===== config.mk =====
export PLATFORM = sky130hd
export DESIGN_NAME = stream_demux_1to4
export DESIGN_NICKNAME = d
export VERILOG_FILES = /design/src/rtl/stream_demux_1to4_pkg.sv /design/src/rtl/stream_demux_1to4_lane.sv /design/src/rtl/stream_demux_1to4.sv
export SDC_FILE = /design/constraint.sdc
export NUM_CORES = 1
export LEC_CHECK = 0
export CAP_MARGIN = 20
export CORE_MARGIN = 3
export CORE_UTILIZATION = 33
export CTS_CLUSTER_DIAMETER = 200
export CTS_CLUSTER_SIZE = 8
export DETAILED_ROUTE_END_ITERATION = 16
export GPL_ROUTABILITY_DRIVEN = 0
export SETUP_SLACK_MARGIN = 0.15
export SYNTH_ARGS = -nofsm -noshare
export SYNTH_HDL_FRONTEND = slang
export SYNTH_SLANG_ARGS = --single-unit

===== constraint.sdc =====
create_clock -name clk -period 6.1 [get_ports clk]
set_input_delay 1.22 -clock clk [delete_from_list [all_inputs] [get_ports clk]]
set_output_delay 1.22 -clock clk [all_outputs]
set_load 0.03 [all_outputs]

===== src/rtl/stream_demux_1to4_pkg.sv =====
// Shared constants and helpers for the 1-to-4 stream demultiplexer.
// Lane count, select width and lane index constants live here so top and bench agree.
package stream_demux_1to4_pkg;

    localparam int unsigned NUM_LANES = 4;
    localparam int unsigned SEL_W     = 2;

    localparam logic [SEL_W-1:0] LANE0 = 2'd0;
    localparam logic [SEL_W-1:0] LANE1 = 2'd1;
    localparam logic [SEL_W-1:0] LANE2 = 2'd2;
    localparam logic [SEL_W-1:0] LANE3 = 2'd3;

    // Binary lane select to one-hot lane enable, gated by a qualifier.
    function automatic logic [NUM_LANES-1:0] sel_to_onehot(
        input logic [SEL_W-1:0] sel,
        input logic             en
    );
        logic [NUM_LANES-1:0] oh;
        oh = '0;
        unique case (sel)
            LANE0:   oh[0] = en;
            LANE1:   oh[1] = en;
            LANE2:   oh[2] = en;
            LANE3:   oh[3] = en;
            default: oh = '0;
        endcase
        return oh;
    endfunction

endpackage


===== src/rtl/stream_demux_1to4_lane.sv =====
// One-entry holding buffer for a single demux lane.
// Refill in the same cycle as a drain keeps the lane full, giving one word per cycle.
module demux_lane
    import stream_demux_1to4_pkg::*;
#(
    parameter int unsigned DATA_W = 32
) (
    input  logic              clk,
    input  logic              rst,
    input  logic              i_load,
    input  logic [DATA_W-1:0] i_load_data,
    input  logic              i_drain,
    output logic              o_full,
    output logic [DATA_W-1:0] o_data,
    output logic              o_can_load
);

    logic              r_full;
    logic [DATA_W-1:0] r_data;
    logic              w_full_d;
    logic [DATA_W-1:0] w_data_d;
    logic              w_take;

    always_comb begin
        w_take   = r_full & i_drain;
        w_full_d = r_full;
        w_data_d = r_data;
        if (i_load) begin
            w_full_d = 1'b1;
            w_data_d = i_load_data;
        end else if (w_take) begin
            // Data is left in place after a drain; only the flag matters downstream.
            w_full_d = 1'b0;
        end
    end

    always_ff @(posedge clk or posedge rst) begin
        if (rst) begin
            r_full <= 1'b0;
            r_data <= '0;
        end else begin
            r_full <= w_full_d;
            r_data <= w_data_d;
        end
    end

    assign o_full     = r_full;
    assign o_data     = r_data;
    assign o_can_load = ~r_full | i_drain;

endmodule


===== src/rtl/stream_demux_1to4.sv =====
// 1-to-4 valid/ready demultiplexer: each accepted word lands in its selected lane's
// one-entry buffer and is held there until that lane's consumer takes it.
module stream_demux_1to4
    import stream_demux_1to4_pkg::*;
#(
    parameter int unsigned DATA_W = 32,
    parameter int unsigned CNT_W  = 16
) (
    input  logic                 clk,
    input  logic                 rst,
    input  logic [DATA_W-1:0]    in_data,
    input  logic [SEL_W-1:0]     in_sel,
    input  logic                 in_valid,
    output logic                 in_ready,
    output logic [DATA_W-1:0]    out_data0,
    output logic [DATA_W-1:0]    out_data1,
    output logic [DATA_W-1:0]    out_data2,
    output logic [DATA_W-1:0]    out_data3,
    output logic [NUM_LANES-1:0] out_valid,
    input  logic [NUM_LANES-1:0] out_ready,
    output logic [CNT_W-1:0]     acc_count
);

    logic [NUM_LANES-1:0] w_can_load;
    logic [NUM_LANES-1:0] w_full;
    logic [NUM_LANES-1:0] w_load;
    logic [DATA_W-1:0]    w_lane_data [NUM_LANES];
    logic                 w_ready;
    logic                 w_accept;
    logic [CNT_W-1:0]     r_acc_cnt;

    // Readiness follows the addressed lane only, independent of in_valid.
    assign w_ready  = w_can_load[in_sel];
    assign w_accept = in_valid & w_ready;
    assign w_load   = sel_to_onehot(in_sel, w_accept);

    for (genvar g = 0; g < NUM_LANES; g++) begin : g_lane
        demux_lane #(
            .DATA_W (DATA_W)
        ) u_lane (
            .clk         (clk),
            .rst         (rst),
            .i_load      (w_load[g]),
            .i_load_data (in_data),
            .i_drain     (out_ready[g]),
            .o_full      (w_full[g]),
            .o_data      (w_lane_data[g]),
            .o_can_load  (w_can_load[g])
        );
    end

    always_ff @(posedge clk or posedge rst) begin
        if (rst) begin
            r_acc_cnt <= '0;
        end else if (w_accept) begin
            r_acc_cnt <= r_acc_cnt + CNT_W'(1);
        end
    end

    assign in_ready  = w_ready;
    assign out_valid = w_full;
    assign out_data0 = w_lane_data[LANE0];
    assign out_data1 = w_lane_data[LANE1];
    assign out_data2 = w_lane_data[LANE2];
    assign out_data3 = w_lane_data[LANE3];
    assign acc_count = r_acc_cnt;

endmodule


# After elaboration in Yosys (flattened, before gate mapping)
# Index checks and enable logic that the tools add are counted.
dict set report classes {
  bitwise_logic 13
  n_eq_ne 3
  muxes 14
  magnitude_cmp 1
  n_reduce_logical 5
  add_sub_neg 1
}
# operator n
set op_table {}
lappend op_table {{$add A16 B1 Y16 const B} 1}
lappend op_table {{$mux W1} 13}
lappend op_table {{$reduce_bool A2 Y1} 4}
lappend op_table {{$and A1 B1 Y1} 5}
lappend op_table {{$eq A2 B2 Y1 const B} 2}
lappend op_table {{$not A1 Y1} 4}
lappend op_table {{$or A1 B1 Y1} 4}
lappend op_table {{$lt A2 B3 Y1 const B} 1}
lappend op_table {{$bmux W1 S2} 1}
lappend op_table {{$eq A2 B1 Y1 const B} 1}
lappend op_table {{$logic_not A2 Y1} 1}
dict set report word_totals {
  regBits 148
  output_inout_bits 149
  inputBits 41
}

# Longest topological paths before layout
dict set report logic_depth {
  ltp_word 7
  depth_mapped 6
  depth_no_buf 5
}

# By module
# Synthesis repeated with hierarchy kept, for this count alone.
dict set report hier_totals {
  cells_unflattened 359
  area_unflattened_um2 6327.3
}
# module cells_each area_per_inst_um2 instances
set by_module_without_submodules {}
lappend by_module_without_submodules {demux_lane 72 1382.6 4}
lappend by_module_without_submodules {stream_demux_1to4 71 797.0 1}

# Least setup slack after synthesis
# OpenSTA, ideal clock, no wires.
dict set report synth_path {
  kind {input to output}
  from {input out_ready[2]}
  to {output in_ready}
  path_stages 3
  slack_ns 2.872
  path_buffers 0
  t_arrival_ns 2.008
  cell_sequence {nor2b_1 -> mux4_2 -> inv_2}
}
dict set report synth_between {
  elab_chain_len 3
}
# item line
set synth_lines {}
lappend synth_lines {{from (decl)} stream_demux_1to4.sv:20} ;# input logic [NUM_LANES-1:0] out_ready,
lappend synth_lines {{$or A1 B1 Y1} stream_demux_1to4_lane.sv:49} ;# assign o_can_load = ~r_full | i_drain;
lappend synth_lines {{$bmux W1 S2} stream_demux_1to4.sv:33} ;# assign w_ready = w_can_load[in_sel];
lappend synth_lines {{$mux W1 (not written as such)} stream_demux_1to4.sv:33}
lappend synth_lines {{to (decl)} stream_demux_1to4.sv:14} ;# output logic in_ready,
# No other way between the ends. The select of a mux whose other input is x is not followed.

# Worst setup path in the final report
dict set report layout_path {
  from {input out_ready[3]}
  to {output in_ready}
}
# Same word-level chain as after synthesis.

==> impl_metrics.tcl <==
set metrics [dict create \
    status "finished clean" \
    synth_cell_types 26 \
    drt_iter0_drc 128 \
    crit_arrival_ns 3.27 \
    ir_worst_vdd_mv 0.1835 \
    syn_avg_cell_area_sq_um 15.82 \
    cts_tree "built" \
    synth_top_family_by_area "multiplexers" \
    p_sw_frac 0.3155 \
    drv_cap 0 \
    crit_slowest_cell "clkdlybuf4s50_1" \
    worstMarginPinSlew_ns 0.9535 \
    path_clk_slew_ns 0.06 \
    area.growth.synth_to_final_pct 48.96 \
    num_antenna_cells 0 \
    p_total_mw 3.646 \
    path_delay_family "buffers and inverters" \
    hold_path.class "register to register" \
    power_frac_clock 0.325 \
    post_cts_resized 0 \
    synthAdderAreaFrac 0.002192 \
    path_common_cell "clkdlybuf4s50_1" \
    synth_compound_area_frac 0.0008766 \
    cts_setup_buffers 0 \
    yosys.area_share.simple 0.04734 \
    ant_nets 0 \
    first_pass_iters 4 \
    power_switching_mw 1.150 \
    h-tree-depth 4 \
    slowest_delay_ns 0.71 \
    netlist_area_sq_um 5709 \
    die_w_microns 137.5 \
    ys_seq_area_frac 0.6487 \
    final_net_count 597 \
    yosysTopAreaCell "dfrtp_1" \
    cp-end-kind "output port" \
    tns_ns 0 \
    worstPathRequired_ns 4.88 \
    coreArea_sq_um 16760 \
    internal_power_mw 2.496 \
    wl_per_cell_microns 17.82 \
    p_comb_frac 0.316 \
    io_pins 190 \
    power_leakage_nw 3.570 \
    drcViolationCount 0 \
    synth.area.mux_share 0.2584 \
    cts_root_buffer "clkbuf_16" \
    cts_hold_buffers 0 \
    via_per_inst 4.650 \
    crit_fanout 10 \
    synth_cells 361 \
    rsz0062_at_grt "false" \
    row_count 47 \
    grt_max_degree 106 \
    place_hpwl_microns 9829 \
    drive_above_1_share 0.3028 \
    finClkSkew_ns 0.006044 \
    cp-start-kind "input port" \
    clock.fmax_mhz 222.5 \
    synth-seq-cells 148 \
    grt_pass1_wl_microns 22200 \
    power.density_nw_per_um2 428.7 \
    finalMaxSlewViolations 0 \
    slew_headroom 0.3643 \
    grtUsageTotal 0.1555 \
    cp_cell_sequence "clkdlybuf4s50_1, nor2b_4, mux4_2, inv_2, clkdlybuf4s50_1" \
    io_buffers 189 \
    p_seq_frac 0.358 \
    start_util 0.3406 \
    insertion_delay_ns 0.41 \
    grt_overflow_total 0 \
    synth.area.top_cells "dfrtp_1 (65%), mux2_2 (25%), xnor2_1 (1.4%)" \
    synth.top_cell.area_share 0.6487 \
    cts_buffers 17 \
    yosys_warnings 0 \
    dieArea_sq_um 18910 \
    fin_crit_ns 4.494 \
    antenna_found_initial 0 \
    vias 3664 \
    syn_nets 403 \
    finalSetupViolations 0 \
    min_period_over_period 0.7368 \
    yosys.area_share.xor_xnor 0.02301 \
    worst-path-buf-inv 3 \
    cts_sinks 148 \
    crit_type "input port to output port" \
    routed_wl_microns 14040 \
    dieHeight_microns 137.5 \
    grt_pass1_vias 4024 \
    hold_violations 0 \
    clock_path_buffers 2 \
]
-- layout by cell type (no fill, tap or decap), types with 3 or more instances in the layout --
cell	instances
clkdlybuf4s50_1	189
dfrtp_1	148
mux2_2	126
clkbuf_16	17
xnor2_1	9
nand3_1	8
nand2_1	6
xor2_1	6
bufinv_16	6
and3_1	5
nand2b_1	4
nor2b_1	4
nor3_1	4
clkinv_2	4
buf_4	4
nand4_1	3
mux2_1	3
nor4_1	3
-- sequential cells by signal, indices dropped and copies added, names as in the netlist --
register,flops
g_lane.u_lane.o_data,128
acc_count,16
g_lane.u_lane.o_full,4
-- synth_stat cells --
master,count
xor2_1,6
nor3b_2,1
mux2_2,126
xnor2_1,9
buf_2,14
ha_1,1
and3_1,6
nor3_2,1
nand2b_1,4
mux2_1,3
nor3_1,4
nand2_2,1
or2_2,2
nor2b_4,1
nand2_1,6
inv_1,2
inv_2,1
dfrtp_1,148
nand3b_1,1
nor2b_1,4
o21ai_0,1
mux4_2,1
buf_4,4
nand4_1,3
nand3_1,8
nor4_1,3
-- through the flow --
step	hold WS, ns	instances	util	instance area, sq um	setup slack [ns]
2_1_floorplan	0.4715	361	-	5709	0.9003
3_3_place_gp	0.4602	756	0.4669	7825	1.608
3_5_place_dp	0.4692	756	0.4669	7825	1.576
4_1_cts	0.4774	788	0.5074	8504	1.570
5_1_grt	0.5019	788	0.5074	8504	1.508
6_report	0.4670	788	0.5074	8504	1.606
-- worst reg2reg max path, delay by kind of cell (launching register included) --
family                 cells  cell delay [ns]
and+or+nand+nor            2             0.86
buffers and inverters      1             0.43
DFF                        1             0.40
muxes                      1             0.39
-- cells by family after synthesis --
group,count (synthesis)
AO/OA/AOI/OAI,1
XOR/XNOR,15
adder cells (fa/ha/maj),1
buffers and inverters,21
flip-flops,148
multiplexers,130
AND/OR/NAND/NOR,45
-- path summary, 6_finish.rpt --
kind	from	to	slack [ns]	depth (start not counted)
worst max-delay path	out_ready[3]	in_ready	1.61	5
worst min-delay path	acc_count[15]	acc_count[15]	0.47	1
worst max register to register	g_lane[2].u_lane.o_full	g_lane[2].u_lane.o_data[26]	3.91	4
worst min register to register	acc_count[15]	acc_count[15]	0.47	1
max in group asynchronous	rst	g_lane[2].u_lane.o_data[11]	3.62	3
min in group asynchronous	rst	acc_count[9]	1.38	2
-- power by group through the flow --
| stage | registers, mW | logic [mW] | clock network, mW |
|---|---|---|---|
| finish | 1.31 | 1.15 | 1.19 |
| floorplan | 1.71 | 0.239 | 0 |
| CTS | 1.31 | 1.17 | 1.22 |
| detailed placement | 1.32 | 1.17 | 0 |
| global route | 1.33 | 1.21 | 1.27 |
| global placement | 1.32 | 1.16 | 0 |
-- routing by layer --
layer,vias to the layer above,GRT usage,share of wire
met1,1867,0.1849,0.40
met3,19,0.05004,0.074
met2,117,0.2543,0.50
met4,0,0.07539,0.024
li1,1661,-,-
met5,-,0,0
-- cell type report --
type / instances / area (sq um)
Inverter: 3 / 16.27
Multi-Input combinational cell: 192 / 1908
Timing Repair Buffer: 193 / 1922
Fill cell: 1451 / 8255
Clock buffer: 19 / 452.9
Sequential cell: 148 / 3704
Tap cell: 220 / 275.3
Clock inverter: 13 / 226.5
Note: power is estimated with default switching activity, not from simulation.
